## config.mk

```make
export PLATFORM = sky130hd
export DESIGN_NAME = serialisering
export DESIGN_NICKNAME = d
export VERILOG_FILES = /design/src/rtl/serialisering.sv
export SDC_FILE = /design/constraint.sdc
export NUM_CORES = 1
export LEC_CHECK = 0
export CAP_MARGIN = 10
export CORE_UTILIZATION = 45
export CTS_CLUSTER_SIZE = 40
export DETAILED_ROUTE_END_ITERATION = 10
export GPL_TIMING_DRIVEN = 0
export PLACE_DENSITY = 0.73
export RECOVER_POWER = 25
export SLEW_MARGIN = 10
export SYNTH_ARGS = -nofsm -noshare
export SYNTH_HDL_FRONTEND = slang
export SYNTH_SLANG_ARGS = --single-unit
```

## constraint.sdc

```tcl
create_clock -name clk -period 5.4 [get_ports clk]
set_input_delay 1.08 -clock clk [delete_from_list [all_inputs] [get_ports clk]]
set_output_delay 1.08 -clock clk [all_outputs]
set_load 0.01 [all_outputs]
```

## src/rtl/serialisering.sv

```systemverilog
// Result serializer: captures a 12-lane result frame in one handshake and streams it out word by word.
// Optional build macro SERIALISERING_CHECKSUM_EN appends an XOR checksum word at index 12.
module serialisering #(
   parameter int unsigned WIDTH = 8
) (
   input  logic             clk,
   input  logic             rst_n,
   input  logic             in_valid,
   output logic             in_ready,
   input  logic [WIDTH-1:0] g1,
   input  logic [WIDTH-1:0] g2,
   input  logic [WIDTH-1:0] g3,
   input  logic [WIDTH-1:0] g4,
   input  logic [WIDTH-1:0] h1,
   input  logic [WIDTH-1:0] h2,
   input  logic [WIDTH-1:0] h3,
   input  logic [WIDTH-1:0] h4,
   input  logic [WIDTH-1:0] i1,
   input  logic [WIDTH-1:0] i2,
   input  logic [WIDTH-1:0] i3,
   input  logic [WIDTH-1:0] i4,
   output logic [WIDTH-1:0] out_data,
   output logic [3:0]       out_index,
   output logic             out_valid,
   input  logic             out_ready,
   output logic             out_last,
   output logic             busy
);

   localparam int unsigned LANES  = 12;
   localparam int unsigned IDX_W  = 4;
`ifdef SERIALISERING_CHECKSUM_EN
   localparam int unsigned NWORDS = LANES + 1;
`else
   localparam int unsigned NWORDS = LANES;
`endif
   localparam int unsigned LAST   = NWORDS - 1;

   typedef enum logic {
      IDLE = 1'b0,
      SEND = 1'b1
   } state_t;

   state_t               state;
   logic [IDX_W-1:0]     idx;
   logic [IDX_W-1:0]     idx_nxt;
   logic [WIDTH-1:0]     frame_buf [NWORDS];
   logic [WIDTH-1:0]     cap       [LANES];
   logic [WIDTH-1:0]     data_q;
   logic                 last_q;

   // Lane ports gathered in frame order.
   always_comb begin
      cap[0]  = g1;
      cap[1]  = g2;
      cap[2]  = g3;
      cap[3]  = g4;
      cap[4]  = h1;
      cap[5]  = h2;
      cap[6]  = h3;
      cap[7]  = h4;
      cap[8]  = i1;
      cap[9]  = i2;
      cap[10] = i3;
      cap[11] = i4;
   end

`ifdef SERIALISERING_CHECKSUM_EN
   logic [WIDTH-1:0] csum;

   always_comb begin
      csum = '0;
      for (int k = 0; k < LANES; k++) begin
         csum = csum ^ cap[k];
      end
   end
`endif

   always_comb begin
      idx_nxt = idx + IDX_W'(1);
   end

   // Frame FSM; out_data/out_last are preloaded one word ahead so they stay registered.
   always_ff @(posedge clk or negedge rst_n) begin
      if (!rst_n) begin
         state  <= IDLE;
         idx    <= '0;
         data_q <= '0;
         last_q <= 1'b0;
         for (int k = 0; k < NWORDS; k++) begin
            frame_buf[k] <= '0;
         end
      end else begin
         case (state)
            IDLE: begin
               if (in_valid) begin
                  for (int k = 0; k < LANES; k++) begin
                     frame_buf[k] <= cap[k];
                  end
`ifdef SERIALISERING_CHECKSUM_EN
                  frame_buf[LANES] <= csum;
`endif
                  state  <= SEND;
                  idx    <= '0;
                  data_q <= cap[0];
                  last_q <= 1'b0;
               end
            end
            SEND: begin
               if (out_ready) begin
                  if (idx == IDX_W'(LAST)) begin
                     state  <= IDLE;
                     idx    <= '0;
                     data_q <= '0;
                     last_q <= 1'b0;
                  end else begin
                     idx    <= idx_nxt;
                     data_q <= frame_buf[idx_nxt];
                     last_q <= (idx_nxt == IDX_W'(LAST));
                  end
               end
            end
            default: begin
               state <= IDLE;
            end
         endcase
      end
   end

   assign in_ready  = (state == IDLE);
   assign out_valid = (state == SEND);
   assign busy      = (state == SEND);
   assign out_data  = data_q;
   assign out_index = idx;
   assign out_last  = last_q;

endmodule

```

==> out/metrics.cfg, run 1 <==
[outcome]
status = complete, but fails checks
violations = max-capacitance violations, max-slew violations

[yosys]
async_flop_share_pct = 100
yosysWarnings = 0
ys.flop_type = dfrtp_1
syn_area_um2 = 5120
synthDistinctLibCells = 31
synth-seq-area-share_pct = 53.7
netlist_instances = 538
synth-edff-count = 0
syn_avg_cell_area_um2 = 9.52
synth-seq-cells = 110
syn_nets = 640

[worst_setup_path]
end_kind = output pin
critical_path_class = reg -> out
startpoint_type = flip-flop
cp.arrival_ns = 1.54
crit_fanout = 9
critPathRequiredTime_ns = 4.32

[finish]
regArea_um2 = 2750
n_antenna_cell = 0
area.growth.synth_to_final_pct = 32.3
fillers = 936
fin_nets = 767
layout_commonest_cell = nand2_1
final_area_um2 = 6780
multi_input_area_um2 = 2150
layout-drive-gt1-share_pct = 9.40
instances_no_fill = 810
mostFrequentLayoutCells = 306 x nand2_1, 114 x clkdlybuf4s50_1, 110 x dfrtp_1

[global_route]
grt_pass1_vias = 4432
grt_max_degree = 85
grt_usage_pct = 25.0
overflow = 0
antenna_found_initial = 0
grt_pass1_wl_mm = 21.9

[timing]
setup_ws_ns = 2.78
slew_viol_final = 27
fin_setup_tns_ns = 0
tightest_slew_ns = 1.52
slew_headroom_pct = -1.58
fin_crit_sh_pct = 48.5
fin_crit_ns = 2.62
setup_viol = 0
finalHoldViolCount = 0
grt_setup_unrepaired = false
fmax_ghz = 0.382
clock_skew_ns = 0.00588

[power_and_ir_drop]
vdd_ir_drop_max_v = 0.000266
p_leak_nw = 3.26
power_mw = 3.72
p_per_area_nw_per_um2 = 549

[place]
placed_cell_area_um2 = 6480
preCtsSetupSlack_ns = 2.50
place.gp.congestion = 0.863
io_buffer_count = 115
dp.cells = 794
dp_hpwl_mm = 10.2

[clock_network]
cts_buffers = 9
cts_root_buf = clkbuf_16
clk_latency_ns = 0.35
cts_hold_buf = 0
clk_pin_slew_ns = 0.07
cts.htree.levels = 3
cts_setup_buffers = 0
tritoncts = done
cts_resized = 0
cts_sinks = 110
clockBufferDepth = 2

[drt]
dr.pass1.iters = 4
drc = 0
drt_iter0_drc = 215
num_vias = 4316
via_per_inst = 5.33
wire_per_inst_um = 17.1
ant_nets = 0
routed_wl_mm = 13.8

[floorplanning]
start_util_pct = 46.7
core_um2 = 11000
die_h_um = 109
io_pins = 116
rows = 38
die_area_um2 = 11800
die_w_um = 109

[hold_path]
hp-class = reg -> reg

[flow_run]
maxCapViolCount = 1

[report_power, final]
part           switching [mW]  internal, mW  leakage (nW)
combinational           0.803         0.799          1.75
sequential              0.234          1.21          1.36
clock                   0.313         0.367         0.148
[stage by stage]
stage               utilization [%]  hold WS, ns
floorplan                         -        0.437
global placement               58.7        0.449
detailed placement             59.0        0.458
CTS                            61.8        0.476
global route                   61.7        0.485
finish                         61.7        0.473
[Yosys cell counts (all sizes together), types with 2 or more instances]
master	number	area [um^2]
a21oi	3	15.0
a22o	2	17.5
a31oi	8	50.1
a32oi	8	70.1
buf	18	126
clkbuf	15	86.3
dfrtp	110	2750
ha	2	25.0
inv	3	11.3
mux4	24	569
nand2	308	1160
nor2	11	41.3
nor2b	3	18.8
o21ai	12	60.1
xor2	2	17.5
[critical path, cell delays in order (launching register included)]
cell             delay (ns)
dfrtp_1                0.41
clkbuf_8               0.17
inv_1                  0.09
clkdlybuf4s50_1        0.53
[metal layers]
| layer | global-route usage (%) | vias up | wire [um] |
|---|---|---|---|
| met5 | 0 | - | 0 |
| met4 | 10.5 | 0 | 467 |
| met3 | 5.80 | 34 | 911 |
| met2 | 41.8 | 165 | 6760 |
| met1 | 31.1 | 2117 | 5680 |
| li1 | - | 2000 | - |
[flip-flops by register name (all words and copies together) (netlist names)]
signal / count
frame_buf: 96
out_data: 8
out_index: 4
busy: 1
out_last: 1
[path summary, 6_finish.rpt]
path	startpoint	to	slack, ns	cells after the start
max	busy	in_ready	2.78	3
min	frame_buf[53]	frame_buf[53]	0.47	2
max reg2reg	out_index[0]	out_data[4]	2.89	9
min reg2reg	frame_buf[53]	frame_buf[53]	0.47	2
max in group asynchronous	rst_n	out_data[3]	3.23	2
min in group asynchronous	rst_n	frame_buf[59]	1.09	1
[area by class of cell]
| cell class | count | area share [%] |
|---|---|---|
| buffer | 33 | 3.14 |
| inverter | 3 | 0.166 |
| timing repair buffer | 116 | 17.3 |
| multi-input combinational | 392 | 31.7 |
| clock buffer | 9 | 3.32 |
| sequential | 110 | 40.6 |
| tap | 140 | 2.58 |
| clock inverter | 7 | 1.18 |
[cell families (layout without fill, tap and decap cells)]
family	after synthesis	count (layout)	share of synthesized area (%)
muxes	26	26	11.8
AOI/OAI and AO/OA	36	36	4.86
DFF	110	110	53.7
buffers and inverters	36	168	4.37
and+or+nand+nor	326	326	24.4
adders and majority gates	2	2	0.488
xor gates and xnor gates	2	2	0.342
(Power assumes the default switching activity.)
==> inputs of run 2 (changes only) <==
==> constraint.sdc (replaced) <==
create_clock -name clk -period 2.5 [get_ports clk]
set_input_delay 0.5 -clock clk [delete_from_list [all_inputs] [get_ports clk]]
set_output_delay 0.5 -clock clk [all_outputs]
set_load 0.01 [all_outputs]
==> run 2 against run 1 <==
  * The run still ends with max-capacitance violations, max-slew violations left
  * Total power rose by 120%
  * Clock power rose by 110%
  * Routed wire length is 0.90% lower
  * Sequential cell count unchanged
  * Register-to-register slack lost 2.8 ns
  * Die area unchanged
  * Hold slack about the same
  * Global-route usage is 0.14 points lower
  * Cell area is essentially flat
  * Sequential power is 120% higher
  * Clock skew up 0.0013 ns
  * Count of clock-buffer cells in the layout unchanged
  * Largest cell class unchanged
==> out/metrics.cfg, run 2 (synthesis results as in run 1) <==
[outcome]
status = complete, but fails checks
violations = max-capacitance violations, max-slew violations

[timing]
clock_skew_ns = 0.00720  ; +0.00132 ns
slew_headroom_pct = -2.11  ; -0.53 points
fin_setup_tns_ns = 0  ; unchanged
grt_setup_unrepaired = false
fin_crit_ns = 2.39
setup_viol = 0  ; unchanged
tightest_slew_ns = 1.53  ; +0.00801 ns
fin_crit_sh_pct = 95.5
finalHoldViolCount = 0  ; unchanged
fmax_ghz = 0.419
slew_viol_final = 27  ; unchanged

[drt]
wire_per_inst_um = 16.9  ; -0.78%
drt_iter0_drc = 193  ; -10%
ant_nets = 0  ; unchanged
dr.pass1.iters = 4  ; unchanged
via_per_inst = 5.31  ; -0.43%
drc = 0  ; unchanged
routed_wl_mm = 13.7  ; -0.90%
num_vias = 4292  ; -0.56%

[global_route]
grt_usage_pct = 24.8  ; -0.14 points
grt_pass1_wl_mm = 21.8  ; -0.57%
grt_use_met2_pct = 41.6  ; -0.14 points
top_usage_layer = met2
grt_pass1_vias = 4433  ; +0.023%
overflow = 0  ; unchanged
antenna_found_initial = 0  ; unchanged
grt_max_degree = 85  ; unchanged
grtUsageMet1_pct = 30.7  ; -0.44 points
met3_usage_pct = 5.50  ; -0.30 points

[clock_network]
cts_sinks = 110  ; unchanged
cts_resized = 0  ; unchanged
cts_root_buf = clkbuf_16
cts_buffers = 9  ; unchanged
clockBufferDepth = 2  ; unchanged
cts.htree.levels = 3  ; unchanged
clk_latency_ns = 0.34  ; about the same
tritoncts = done
cts_setup_buffers = 0  ; unchanged
clk_pin_slew_ns = 0.07  ; about the same
cts_hold_buf = 0  ; unchanged

[worst_setup_path]
crit_chain = buf_6 > buf_6 > inv_1 > ha_1 > clkbuf_8 > clkbuf_8 > mux4_2 > a32oi_1 > a31oi_1
crit_fanout = 16  ; +7
end_kind = flip-flop
startpoint_type = flip-flop
cp_slowest_cell = dfrtp_1
cp.arrival_ns = 2.60  ; +1.06 ns
slowest_delay_ns = 0.40  ; -0.13 ns
critical_path_class = reg -> reg
critPathRequiredTime_ns = 2.72  ; -1.60 ns

[floorplanning]
die_h_um = 109  ; unchanged
die_area_um2 = 11800  ; unchanged
start_util_pct = 46.7  ; unchanged
rows = 38  ; unchanged
io_pins = 116  ; unchanged
die_w_um = 109  ; unchanged
core_um2 = 11000  ; unchanged

[power_and_ir_drop]
power.internal_mw = 5.12  ; +120%
vdd_ir_drop_max_v = 0.000571  ; +110%
combPwrFrac_pct = 42.9  ; about the same
power_switching_mw = 2.89  ; +110%
clockPowerShare_pct = 18.2  ; about the same
p_per_area_nw_per_um2 = 1180  ; +120%
p_sw_share_pct = 36.1  ; -0.14 points
p_leak_nw = 3.25  ; -0.12%
seq_power_share_pct = 38.9  ; +0.2 points

[finish]
top_register = frame_buf
layout_commonest_cell = nand2_1
area.growth.synth_to_final_pct = 32.2  ; about the same
largest_register_ffs = 96  ; unchanged
n_antenna_cell = 0  ; unchanged
layout-drive-gt1-share_pct = 9.27  ; -0.14 points
fin_nets = 766  ; -0.13%
mostFrequentLayoutCells = 306 x nand2_1, 114 x clkdlybuf4s50_1, 110 x dfrtp_1
instances_no_fill = 809  ; -0.12%

[place]
place.gp.congestion = 0.863  ; unchanged
dp.cells = 794  ; unchanged
io_buffer_count = 115  ; unchanged
dp_hpwl_mm = 10.2  ; unchanged

[hold_path]
hp-class = reg -> reg

[flow_run]
maxCapViolCount = 1  ; unchanged

## run 2: cell types whose count changed in the layout (fill, tap and decap cells not counted), sizes merged
| cell | previous run | this run |
|---|---|---|
| buf | 19 | 18 |
## run 2: metrics by stage
step                      area [um^2]  power [mW]  setup slack, ns  hold WS, ns  util, %
after global routing             6770        8.50           0.0685        0.485     61.7
after floorplan                  5120        5.31            0.370        0.204        -
final                            6770        8.01            0.113        0.473     61.7
after global placement           6450        6.41            -3.12        0.449     58.7
after CTS                        6780        8.03            0.114       0.0113     61.7
after detailed placement         6480        6.57         -0.00305        0.381     59.0
## run 2: cell type report
type                    count  area [um^2]
fillers                   936         4210
repair buffers            116         1170
flip-flops and latches    110         2750
multi-input cells         392         2150
clock buffers               9          225
well taps                 140          175
plain buffers              32          208
inverters                   3         11.3
clock inverters             7         80.1
## run 2: path summary, 6_finish.rpt
| kind | slack (ns) | endpoint | from | cells after the start |
|---|---|---|---|---|
| max | 0.11 | out_data[6] | out_index[0] | 9 |
| min | 0.47 | frame_buf[53] | frame_buf[53] | 2 |
| max reg2reg | 0.11 | out_data[6] | out_index[0] | 9 |
| min reg2reg | 0.47 | frame_buf[53] | frame_buf[53] | 2 |
| max in group asynchronous | 0.90 | out_data[3] | rst_n | 2 |
| min in group asynchronous | 0.52 | frame_buf[59] | rst_n | 1 |
## run 2: metal layers
| metal | vias up | routed length, um |
|---|---|---|
| li1 | 2004 | - |
| met1 | 2101 | 5660 |
| met2 | 149 | 6750 |
| met3 | 38 | 772 |
| met4 | 0 | 503 |
| met5 | - | 0 |
## run 2: worst max-delay path, delay by kind of cell, from the launching register on
family	cells	cell delay [ns]
AO/OA/AOI/OAI	2	0.28
adder cells (fa/ha/maj)	1	0.29
buffers and inverters	5	0.95
flip-flops	1	0.40
multiplexers	1	0.32
## run 2: power groups by stage
stage,combinational (mW),clock (mW),sequential (mW)
after floorplan,2.32,0,2.99
after global placement,3.34,0,3.07
after detailed placement,3.44,0,3.13
after CTS,3.45,1.48,3.10
after global routing,3.75,1.55,3.20
final,3.44,1.46,3.11
==> inputs of run 3 (changes only) <==
==> constraint.sdc (replaced) <==
create_clock -name clk -period 2.95 [get_ports clk]
set_input_delay 0.59 -clock clk [delete_from_list [all_inputs] [get_ports clk]]
set_output_delay 0.59 -clock clk [all_outputs]
set_load 0.01 [all_outputs]
==> results of run 3 <==
The final DEF is identical to that of run 1. Status: complete, but fails checks: max-capacitance violations, max-slew violations.
Main changes from that run: setup slack after placement 2.50 ns -> 0.447 ns; setup slack after layout 2.78 ns -> 0.437 ns; start point of the critical path busy -> out_index[0]; end point of the critical path in_ready -> out_data[4]; register-to-register setup slack 2.89 ns -> 0.44 ns; total power 3.72 mW -> 6.82 mW; worst IR drop on VDD 0.000266 V -> 0.000488 V
==> edit 1 (flow settings as in run 2) <==
Build with the macro `SERIALISERING_CHECKSUM_EN` defined.
--- a/src/rtl/serialisering.sv
+++ b/src/rtl/serialisering.sv
@@ -1,4 +1,6 @@
 // Result serializer: captures a 12-lane result frame in one handshake and streams it out word by word.
 // Optional build macro SERIALISERING_CHECKSUM_EN appends an XOR checksum word at index 12.
+`define SERIALISERING_CHECKSUM_EN
+
 module serialisering #(
    parameter int unsigned WIDTH = 8
Behaviour: no difference found for any inputs over 10 cycles, from zero or initial values and one cycle with rst_n low; that may be too few to reach the edited logic, so the function may still have changed.
==> edit 1 against run 2 <==
The flow still finishes with violations (max-capacitance violations, max-slew violations). Worst setup slack better by 4.8 ps. Cell count up 23%. Design area up 23%. Die area up 22%. Clock skew up 0.51 ps. Sequential cell count up 8. Count of clock-buffer cells in the layout up 14. Routed wire length up 39%. Area after synthesis up 22%. Power up 26%. Critical endpoint is now out_data[3].
==> edit 1: results (changes against run 2) <==
* H-tree Lvls at 4 (+1)
* Clk slew on worst S/H paths at 50 ps (-20 ps)
* Hold depth at 2 (unchanged)
* First-pass DRT Iterations at 9 (+5)
* Critical Path AT at 2690 ps (+90 ps)
* Crit path from: out_index[0]
* Slew HR at -35.8% (-34 points)
* Post_cts resized at 5 (+5)
* Iter 0 DRT Violations at 554 (+190%)
* Max VDD drop at 0.000596 V (+4.3%)
* Flop2flop setup slack at 120 ps
* Largest net degree at the start of global routing at 78 (-8.2%)
* Drt total wl at 19000 µm (+39%)
* DR vias at 5435 (+27%)
* Fin Clk Skew at 7.70 ps (+0.506 ps)
* Commonest cells post-synth: nand2_1, dfrtp_1, xnor2_1
* Hold crit path type: reg2reg
* Hold_sp: frame_buf[54]
* DP Worst Slack at -220 ps (-217 ps)
* Clock buffer depth at 2 (unchanged)
* CP max FO at 10 (-6)
* Fin Hold WS at 467 ps (-6.16 ps)
* Final Max Slew Viols at 42 (+56%)
* Vias in the first global route at 5546 (+25%)
* Nets at 905 (+18%)
* Antenna diodes at 0 (unchanged)
* HPWL Detailed at 13200 µm (+30%)
* Netlist cell types at 27 (-13%)
* Clk_lat worst skew at 420 ps (+80 ps)
* Share of cells above drive strength 1 at 9.31% (+0.046 points)
* Synth Net Count at 770 (+20%)
* Post-layout min period at 2380 ps (-4.76 ps)
* Total global-route track usage at 28.4% (+3.6 points)
* Outcome: complete, but fails checks
* CTS Buf Count at 17 (+8)
* Maxcap violations at 1 (unchanged)
* Top cells by area, synth: dfrtp_1, nand2_1, xnor2_1, mux4_2, xnor3_1
* Hold EP: frame_buf[54]
* Failing checks: max-capacitance violations, max-slew violations
* Worst setup path endpoint: out_data[3]
* Async set-or-reset flop fraction in the synthesized netlist at 100% (unchanged)
* Biggest register: frame_buf
* YS warnings at 0 (unchanged)
* Hold Violations, Final at 0 (unchanged)
* Leakage power at 3.85 nW (+18%)
* Number of flops mapped to enable cells by yosys at 0 (unchanged)
* PortBufs at 115 (unchanged)
* Register-to-Register Path Depth at 10 (+1)
* First-pass GRT wire length at 29700 µm (+36%)
* Initial antenna violation count at 0 (unchanged)
* Part of the Yosys area used for sequential elements at 47.2% (-6.5 points)
* Setup bufs post-CTS at 0 (unchanged)
* Clock Tree Root: clkbuf_16
* Max reg flops at 104 (+8.3%)
* Global placer's final weighted congestion at 0.885 (+2.6%)
[edit 1: cell types whose count changed after synthesis, sizes merged, moves of 8 or more]
cell    change
xnor2      +66
nand2      +28
nand4      +16
nand3      +10
nor2       -10
a31oi       -8
a32oi       -8
dfrtp       +8
o2111a      +8
o21ai       +8
xnor3       +8
xor2        +8
[edit 1: cell type report]
type,count,area [µm²]
fillers,1148,5060
flip-flops and latches,118,2950
multi-input cells,510,3110
clock inverters,9,170
well taps,176,220
plain buffers,36,201
inverters,4,15.0
repair buffers,116,1180
clock buffers,23,488
[edit 1: where the power goes]
group	switching, mW	total, mW	internal, mW
Combinational	2.09	4.05	1.97
Clock	0.850	2.72	1.87
Sequential	0.543	3.33	2.79
Total	3.48	10.1	6.62
[edit 1: cell families (layout without fill, tap and decap cells)]
family                   after synthesis  in the layout  synth area share, %
adder cells (fa/ha/maj)                2              2                0.400
flip-flops                           118            118                 47.2
AO/OA/AOI/OAI                         32             32                 3.48
XOR/XNOR                              84             84                 14.0
multiplexers                          24             24                 8.65
AND/OR/NAND/NOR                      368            368                 23.2
buffers and inverters                 40            188                 3.00
[edit 1: routing by layer]
layer	track usage (%)	part of all wire [%]
met1	36.6	39
met2	44.7	48
met3	7.84	10
met4	13.3	3.2
met5	0	0
[edit 1: stage by stage]
step,instances,utilization (%),area (µm²),total power [mW]
6_report,992,62.2,8340,10.1
5_1_grt,992,62.2,8340,10.6
4_1_cts,992,62.1,8320,10.1
3_5_place_dp,960,57.1,7650,7.23
3_3_place_gp,959,56.9,7620,7.05
2_1_floorplan,668,-,6250,5.80
[edit 1: worst max-delay path: stages, from the launching register on]
cell and delay (ps):
dfrtp_2 410, buf_12 180, buf_8 190, inv_1 60
ha_1 270, buf_4 200, buf_6 210, mux4_2 320
nand2_1 120, nand4_1 110, o2111a_1 190
==> edit 2 (config.mk and constraints of run 2) <==
Without the edit above. Make the reset (`rst_n`) synchronous in one clocked block.
--- a/src/rtl/serialisering.sv
+++ b/src/rtl/serialisering.sv
@@ -82,5 +82,5 @@
 
    // Frame FSM; out_data/out_last are preloaded one word ahead so they stay registered.
-   always_ff @(posedge clk or negedge rst_n) begin
+   always_ff @(posedge clk) begin
       if (!rst_n) begin
          state  <= IDLE;
Formal check against the unedited RTL: differs if rst_n is asserted again (counterexample within 4 cycles, from zero or initial values and one cycle with rst_n low); with rst_n held inactive, the same outputs for 10 cycles.
==> edit 2 against run 2 <==
Routed wire length is 7.9% lower. Synthesized cell count shrank 37%. Largest cell class unchanged. Design area is 3.0% lower. Sequential cell count stayed put. Worst setup slack better by 57 ps. Hold slack got worse by 9.5 ps. Core utilization decreased by 1.0 points. Fmax grew 2.4%. Area after synthesis shrank 2.4%.
Power is not compared: it rests on default switching activity, and its combinational part moved more than twofold at a synthesized area within 25%.
==> edit 2: results (changes against run 2) <==
* Outcome: completed
* Total global-route track usage at 22.6% (-2.2 points)
* GRT met2 Usage at 36.6% (-5.0 points)
* Routed met3 length at 1010 µm (+31%)
* Wire per inst at 20.7 µm (+22%)
* DP Worst Slack at -643 ps (-640 ps)
* Met3 usage in global routing at 3.69% (-1.8 points)
* HPWL Detailed at 8780 µm (-14%)
* Clk slew on worst S/H paths at 110 ps (+40 ps)
* Slowest stage cell, crit path: dfxtp_1
* Synth Net Count at 441 (-31%)
* Met2 routed WL at 6150 µm (-9.0%)
* PortBufs at 114 (-0.87%)
* Async set-or-reset flop fraction in the synthesized netlist at 0% (-100 points)
* First-pass GRT wire length at 18700 µm (-14%)
* Clock Tree Root: clkbuf_8
* Wl on met1 at 5170 µm (-8.7%)
* DR vias at 3569 (-17%)
* Mapped Avg Cell Area at 14.7 µm² (+55%)
* Global placer's final weighted congestion at 0.841 (-2.5%)
* Vias in the first global route at 3459 (-22%)
* Share of cells above drive strength 1 at 11.7% (+2.4 points)
* Met1 usage at 30.6% (-0.11 points)
* Netlist Area Pre-Place at 5000 µm² (-2.4%)
* Iter 0 DRT Violations at 226 (+17%)
* Maxcap violations at 0 (-1)
* DR vias/cell at 5.85 (+10%)
* Placed cell count at 593 (-25%)
==> edit 2: path summary, 6_finish.rpt <==
check,start,endpoint,slack (ps),cells past startpoint
worst max-delay path,out_index[0],out_data[3],170,9
worst min-delay path,out_last,out_last,460,2
worst max register to register,out_index[0],out_data[3],170,9
worst min register to register,out_last,out_last,460,2
==> edit 2: cells by family after synthesis <==
| logic type | share of synthesized area [%] |
|---|---|
| XOR/XNOR | 1.23 |
| adder cells (fa/ha/maj) | 0.501 |
| AO/OA/AOI/OAI | 5.11 |
| multiplexers | 10.9 |
| buffers and inverters | 3.25 |
| flip-flops | 63.3 |
| AND/OR/NAND/NOR | 15.7 |
==> edit 2: cell type report <==
| type | count | area (µm²) |
|---|---|---|
| well taps | 140 | 175 |
| fillers | 875 | 4270 |
| flip-flops and latches | 110 | 3160 |
| multi-input cells | 195 | 1700 |
| clock inverters | 7 | 80.1 |
| clock buffers | 9 | 124 |
| plain buffers | 32 | 175 |
| repair buffers | 114 | 1140 |
| inverters | 3 | 11.3 |
==> edit 2: power by group through the flow <==
stage	Clock (mW)	Combinational (mW)	Sequential, mW
floorplan	0	0.267	2.21
global placement	0	0.553	2.22
detailed placement	0	0.560	2.23
CTS	1.13	0.568	2.19
global route	1.20	0.604	2.19
finish	1.13	0.569	2.18
==> edit 2: metrics by stage <==
stage / util, % / setup TNS [ps] / instance area (µm²)
after floorplan: - / 0 / 5010
after global placement: 58.3 / -58230 / 6320
after detailed placement: 58.3 / -64390 / 6320
after CTS: 60.4 / 0 / 6540
after global routing: 60.6 / 0 / 6570
final: 60.6 / 0 / 6570
==> edit 2: repair_timing <==
item / CTS / global route
hold buffers: 0 / 0
resized for setup: 5 / 6
gates cloned: 0 / 1
buffers inserted: 0 / 0
setup endpoints to repair: 105 / 104
pin swaps: 1 / 0
